## config.mk

```make
export PLATFORM = sky130hd
export DESIGN_NAME = multi_cycle_ctrl
export DESIGN_NICKNAME = d
export VERILOG_FILES = /design/src/rtl/multi_cycle_ctrl.sv
export SDC_FILE = /design/constraint.sdc
export NUM_CORES = 1
export LEC_CHECK = 0
export ABC_AREA = 1
export CORE_UTILIZATION = 25
export DETAILED_ROUTE_END_ITERATION = 8
export PLACE_DENSITY = 0.55
export SETUP_SLACK_MARGIN = 0.2
export SYNTH_ARGS = -nofsm -noshare
export SYNTH_HDL_FRONTEND = slang
export SYNTH_SLANG_ARGS = --single-unit
```

## constraint.sdc

```tcl
create_clock -name clk -period 1.75 [get_ports clk]
set_clock_uncertainty 0.1 [all_clocks]
set_input_delay 0.525 -clock clk [delete_from_list [all_inputs] [get_ports clk]]
set_output_delay 0.525 -clock clk [all_outputs]
set_load 0.02 [all_outputs]
```

## src/rtl/multi_cycle_ctrl.sv

```systemverilog
// Main control FSM for the multi-cycle RV32I core.
// Moore decode of datapath controls; only pc_write also depends on the ALU zero flag.
module multi_cycle_ctrl #(
    parameter int unsigned STATE_W = 4
) (
    input  logic       clk,
    input  logic       rst,
    input  logic [6:0] op,
    input  logic       zero,
    output logic       pc_write,
    output logic       adr_src,
    output logic       mem_write,
    output logic       ir_write,
    output logic [1:0] result_src,
    output logic [1:0] alu_src_a,
    output logic [1:0] alu_src_b,
    output logic [1:0] alu_op,
    output logic       reg_write,
    output logic       illegal
);

    localparam logic [STATE_W-1:0] FETCH    = STATE_W'(0);
    localparam logic [STATE_W-1:0] DECODE   = STATE_W'(1);
    localparam logic [STATE_W-1:0] MEMADR   = STATE_W'(2);
    localparam logic [STATE_W-1:0] MEMREAD  = STATE_W'(3);
    localparam logic [STATE_W-1:0] MEMWB    = STATE_W'(4);
    localparam logic [STATE_W-1:0] MEMWRITE = STATE_W'(5);
    localparam logic [STATE_W-1:0] EXECUTER = STATE_W'(6);
    localparam logic [STATE_W-1:0] EXECUTEI = STATE_W'(7);
    localparam logic [STATE_W-1:0] ALUWB    = STATE_W'(8);
    localparam logic [STATE_W-1:0] JALR     = STATE_W'(9);
    localparam logic [STATE_W-1:0] JAL      = STATE_W'(10);
    localparam logic [STATE_W-1:0] BEQ      = STATE_W'(11);

    localparam logic [6:0] OP_LOAD  = 7'b0000011;
    localparam logic [6:0] OP_STORE = 7'b0100011;
    localparam logic [6:0] OP_RTYPE = 7'b0110011;
    localparam logic [6:0] OP_ITYPE = 7'b0010011;
    localparam logic [6:0] OP_JAL   = 7'b1101111;
    localparam logic [6:0] OP_JALR  = 7'b1100111;
    localparam logic [6:0] OP_BEQ   = 7'b1100011;

    logic [STATE_W-1:0] state_q;
    logic [STATE_W-1:0] state_d;
    logic               pc_update;
    logic               branch;

    // State register; reset lands in FETCH so the fetch decode is visible while held.
    always_ff @(posedge clk or posedge rst) begin
        if (rst) begin
            state_q <= FETCH;
        end else begin
            state_q <= state_d;
        end
    end

    // Next-state selection; unreachable encodings fall back to FETCH.
    always_comb begin
        state_d = FETCH;
        case (state_q)
            FETCH: state_d = DECODE;
            DECODE: begin
                case (op)
                    OP_LOAD, OP_STORE: state_d = MEMADR;
                    OP_RTYPE:          state_d = EXECUTER;
                    OP_ITYPE:          state_d = EXECUTEI;
                    OP_JAL:            state_d = JAL;
                    OP_JALR:           state_d = JALR;
                    OP_BEQ:            state_d = BEQ;
                    default:           state_d = FETCH;
                endcase
            end
            MEMADR:   state_d = (op == OP_LOAD) ? MEMREAD : MEMWRITE;
            MEMREAD:  state_d = MEMWB;
            MEMWB:    state_d = FETCH;
            MEMWRITE: state_d = FETCH;
            EXECUTER: state_d = ALUWB;
            EXECUTEI: state_d = ALUWB;
            ALUWB:    state_d = FETCH;
            JALR:     state_d = JAL;
            JAL:      state_d = ALUWB;
            BEQ:      state_d = FETCH;
            default:  state_d = FETCH;
        endcase
    end

    // Per-state output decode; everything defaults to 0.
    always_comb begin
        adr_src    = 1'b0;
        mem_write  = 1'b0;
        ir_write   = 1'b0;
        result_src = 2'b00;
        alu_src_a  = 2'b00;
        alu_src_b  = 2'b00;
        alu_op     = 2'b00;
        reg_write  = 1'b0;
        illegal    = 1'b0;
        pc_update  = 1'b0;
        branch     = 1'b0;
        case (state_q)
            FETCH: begin
                ir_write   = 1'b1;
                alu_src_b  = 2'b10;
                result_src = 2'b10;
                pc_update  = 1'b1;
            end
            DECODE: begin
                // Branch/jal target is formed here regardless of opcode.
                alu_src_a = 2'b01;
                alu_src_b = 2'b01;
                case (op)
                    OP_LOAD, OP_STORE, OP_RTYPE, OP_ITYPE,
                    OP_JAL, OP_JALR, OP_BEQ: illegal = 1'b0;
                    default:                 illegal = 1'b1;
                endcase
            end
            MEMADR: begin
                alu_src_a = 2'b10;
                alu_src_b = 2'b01;
            end
            MEMREAD: begin
                adr_src = 1'b1;
            end
            MEMWB: begin
                result_src = 2'b01;
                reg_write  = 1'b1;
            end
            MEMWRITE: begin
                adr_src   = 1'b1;
                mem_write = 1'b1;
            end
            EXECUTER: begin
                alu_src_a = 2'b10;
                alu_op    = 2'b10;
            end
            EXECUTEI: begin
                alu_src_a = 2'b10;
                alu_src_b = 2'b01;
                alu_op    = 2'b10;
            end
            ALUWB: begin
                reg_write = 1'b1;
            end
            JALR: begin
                alu_src_a = 2'b10;
                alu_src_b = 2'b01;
            end
            JAL: begin
                // PC takes the target in ALUOut while the ALU forms the link value.
                alu_src_a = 2'b01;
                alu_src_b = 2'b10;
                pc_update = 1'b1;
            end
            BEQ: begin
                alu_src_a = 2'b10;
                alu_op    = 2'b01;
                branch    = 1'b1;
            end
            default: ;
        endcase
    end

    // The only Mealy term: a taken branch depends on the live zero flag.
    always_comb begin
        pc_write = pc_update | (branch & zero);
    end

endmodule

```

# After elaboration in Yosys (flattened, before gate mapping)

Cells that the tools add are included.

Bitwise logic cells: 2
Reduce and logical (&&, ||, !) cells: 11
Muxes and demuxes: 15
Eq/ne operators: 18

Operator list:

| kind                                                             | count |
|---|---|
| 4-bit one-hot mux with 6 select lines                            | 2 |
| 7-bit == test (second input constant)                            | 3 |
| 4-bit by 3-bit == test with 1-bit output (second input constant) | 4 |
| 4-bit == test (second input constant)                            | 4 |
| 2-bit one-hot mux with 2 select lines                            | 4 |
| 7-bit by 6-bit == test with 1-bit output (second input constant) | 2 |
| 2-bit OR reduction                                               | 6 |
| 4-bit by 2-bit == test with 1-bit output (second input constant) | 2 |
| 1-bit 2-to-1 mux                                                 | 8 |
| 7-bit by 2-bit == test with 1-bit output (second input constant) | 1 |
| 7-bit by 5-bit == test with 1-bit output (second input constant) | 1 |
| 7-bit OR reduction                                               | 1 |
| 5-bit OR reduction                                               | 1 |
| 4-bit by 1-bit == test with 1-bit output (second input constant) | 1 |
| 4-bit logical NOT                                                | 1 |
| 4-bit OR reduction                                               | 1 |
| 3-bit 2-to-1 mux                                                 | 1 |
| 3-bit OR reduction                                               | 1 |
| 1-bit AND                                                        | 1 |
| 1-bit bitwise OR                                                 | 1 |

Bits of input ports: 10
Logic and storage cells: 47
Output and inout bits: 14
Flip-flop bits (word level): 4

# Depth between registers and ports, before layout

Gate-level depths: netlist of the first run.

Depth in word-level cells: 4
Gate-level depth with buffers: 7
Depth with buffers taken out: 7

# Worst setup path after synthesis of the first run

Ideal clock, no wire load.

Kind: flip-flop to output port
Start point: reg state_q[0]
End point: out pc_write
Slack: -0.062 ns
Arrival time: 1.187 ns
Cell stages (with the launch flop): 5
Cell sequence: dfrtp_1 -> nand2_1 -> nor2_1 -> nand2_1 -> nand3_1

Cells in the longest elaborated chain, start to end: 4
Elaborated cells between the ends (all ways): 8
Those cells by class: eq/ne (2); mux (2); bitwise (2); reduce/logical (2)

Ends and longest elaborated chain:

| what                                                                    | line     | source |
|---|---|---|
| from (decl)                                                             | 43       | `logic [STATE_W-1:0] state_q;` |
| from (signal assigned)                                                  | 53       | `state_q <= state_d;` |
| 4-bit == test / 4-bit logical NOT (equally long branches)               | 100      | `case (state_q)` |
| 2-bit OR reduction (no line) / 1-bit 2-to-1 mux (equally long branches) | n/a      |  |
| 1-bit 2-to-1 mux / 1-bit AND (equally long branches)                    | 100, 165 |  |
| 1-bit bitwise OR *                                                      | 165      | `pc_write = pc_update \| (branch & zero);` |
| to (decl)                                                               | 10       | `output logic pc_write,` |

Every way passes the cells marked *; elsewhere a longest branch is shown, timed or not.

# Worst setup path after layout of the first run

Start point: reg state_q[3]
End point: out reg_write

Cells in the longest elaborated chain, start to end: 3
Elaborated cells between the ends (all ways): 4
Those cells by class: eq/ne (2); mux (1); reduce/logical (1)

Ends and longest elaborated chain:

| what                                                                             | line | source |
|---|---|---|
| 4-bit == test / 4-bit by 3-bit == test with 1-bit output (equally long branches) | 100  |  |
| 2-bit OR reduction (no line) *                                                   | n/a  |  |
| 1-bit 2-to-1 mux *                                                               | 100  |  |
| to (decl)                                                                        | 18   | `output logic reg_write,` |

Marked as above.

==> results.md, run 1 <==
* Critical R2R Capture: state_q[2]
* Max reg flops at 4
* Diode count at 0
* Average size of a mapped cell at 6.10 um^2
* IO buf count at 23
* Top cell type's share of synthesized area at 20.8%
* Asr flop ratio synth at 100%
* First drt pass iteration count at 2
* Layout area overhead at 130%
* Die Y at 45.9 um
* Final core utilization at 62.8%
* Cell Count, Final, Fillers Out at 159
* Place WS at -1.02 ns
* Placer Congestion at 0.791
* Post-Syn Nets at 89
* Clk root buf: clkbuf_4
* Initial Util at 27.3%
* Vias/cell at 4.36
* Startpoint types: flop
* Count leader, synth: nand2_1
* CORE AREA at 1760 um^2
* Worst Tran Pin Value at 0.214 ns
* Largest regs: state_q x4
* Tot Pwr at 1.19 mW
* Min setup slack post-route at -0.239 ns
* Die footprint at 2110 um^2
* CTS tree: yes
* DR iter-0 viols at 6
* CP arrival at 1.36 ns
* Number of global-route vias before repair at 650
* Most instantiated cells after synthesis: nand2_1 (20), inv_1 (12), nor2_1 (12)
* Most flop-heavy register: state_q
* Req. time, crit path at 1.12 ns
* Syn Inst Count at 79
* Reg-to-reg slack, setup at 0.43 ns
* Aggregate global routing overflow at 0
* Design area at 1110 um^2
* I/O pin count at 24
* Yosys warns at 0
* Cts bufs inserted at 3
* Final setup violation count at 14
* Share of layout cells above drive strength 1 at 73.1%
* Global-route wire length before repair at 2470 um
* Clock Latency Late Sink at 0.24 ns
* VDD IR-drop max at 0.000496 V
* RR Startpoint: state_q[0]
* Largest net degree at the start of global routing at 8
* Leak at 0.594 nW
* Slew Limit Fails at 0
* Tcrit/Tclk final at 114%
* Max FO, Critical Path at 5
* Seq cells post-synth at 4
* Synth area leaders: dfrtp_1 (21%), nand2_1 (16%), inv_1 (9.4%)
* Outcome: finished, violations left
* Chip Width at 45.9 um
* PwrDens at 1070 nW/um^2
* Total Nets Final at 146
* Biggest area consumer among synthesized cells: dfrtp_1
* Max Freq at 503 MHz
* Placed inst area at 946 um^2
* Hold crit path type: input pin to async pin
* Global-route usage over all layers at 16.6%
* Placed Instances at 144
* # rows at 15
* Mapped Area at 482 um^2
* Post-synth cell types at 22
* Worst hold slack at 0.372 ns
* Hpwl dp at 1170 um
* WL/cell at 10.5 um
* Clock Path Buffers at 2
* Vias at 694
* RSZ-0062 raised after global routing: yes
* WL final at 1670 um
* Post-route DRC at 0
* EDFF count, synth at 0
* Failing checks: negative setup slack
* R2R depth at 5
* Final TNS setup at -2.13 ns
* Antenna violations before repair at 0
* ANT nets after route at 0
* Worst Setup End Kind: output pin
* Slew headroom at 85.7%
* Clock sinks at 4
* Final hold violation count at 0
* Seq/Total Area, Yosys at 20.8%
* Top FF cell, synth: dfrtp_1
* Maxcap violations at 0
* Worst setup path class: flop to output pin
* Tmin final at 1.99 ns
* Number of H-tree levels at 1
* Clock slew seen by the registers of the worst setup and hold paths at 0.04 ns
-- power breakdown --
part | leakage (nW) | total, mW | internal (mW) | switching [mW]
logic | 0.529 | 0.910 | 0.448 | 0.463
registers | 0.0507 | 0.163 | 0.115 | 0.0478
clock network | 0.0138 | 0.116 | 0.0768 | 0.0391
-- kinds of logic (layout without fill, tap and decap cells) --
| logic type | after synthesis | in the layout | synth area share (%) |
|---|---|---|---|
| AO/OA/AOI/OAI | 6 | 6 | 8.31 |
| buffers and inverters | 18 | 73 | 16.4 |
| flip-flops | 4 | 4 | 20.8 |
| AND/OR/NAND/NOR | 51 | 51 | 54.5 |
-- worst max-delay path, cell delays in order (launching register included) --
cell and delay, ns:
dfrtp_1 0.41, or2_4 0.31, buf_4 0.15, a21oi_2 0.10
buf_4 0.14
-- cell type report --
type	instances	area, um^2
Fill cell	185	657
Multi-Input combinational cell	57	449
Timing Repair Buffer	54	439
Sequential cell	4	103
Inverter	16	62.6
Tap cell	25	31.3
Clock buffer	3	22.5
-- layout by cell type (no fill, tap or decap), types with 2 or more instances in the layout --
master	n
nand2_4	2
inv_2	8
nand4_1	2
clkdlybuf4s50_1	2
nand2_2	9
nand2_1	9
inv_1	7
clkbuf_4	3
nor2_1	6
nand3_2	3
nor2_2	4
dfrtp_1	2
nor2_4	7
buf_4	34
nand2_8	2
nand3_1	3
buf_2	6
buf_6	10
dfrtp_2	2
-- metal layers --
layer	wire length, um	GRT usage (%)	share of wire [%]
met1	600	15.7	36
met2	1020	33.0	61
met3	47	5.16	2.8
met4	0	4.71	0
met5	0	0	0
-- worst max-delay path by stage --
stage / startpoint / to / slack [ns] / cells past startpoint
2_1_floorplan: state_q[2] / alu_src_a[1] / 0.02 / 5
3_3_place_gp: op[6] / illegal / -0.99 / 7
3_5_place_dp: op[6] / illegal / -1.02 / 7
4_1_cts: state_q[2] / alu_src_a[1] / -0.22 / 5
5_1_grt: state_q[2] / alu_src_a[1] / -0.29 / 5
6_report: state_q[3] / reg_write / -0.24 / 4
-- timing repair --
action | CTS | global route
endpoints found under the setup margin | 18 | 15
gates resized for setup | 109 | 19
hold buffers | 0 | 0
buffers inserted | 8 | 4
pin swaps | 4 | 12
(Power assumes the default switching activity.)
==> inputs of run 2 (changes only) <==
--- a/config.mk
+++ b/config.mk
@@ -8,6 +8,7 @@
 export ABC_AREA = 1
 export CORE_UTILIZATION = 25
 export DETAILED_ROUTE_END_ITERATION = 8
+export GPL_ROUTABILITY_DRIVEN = 0
 export PLACE_DENSITY = 0.55
 export SETUP_SLACK_MARGIN = 0.2
 export SYNTH_ARGS = -nofsm -noshare
==> results of run 2 <==
The final DEF is identical to that of run 1; final timing and power are the same.
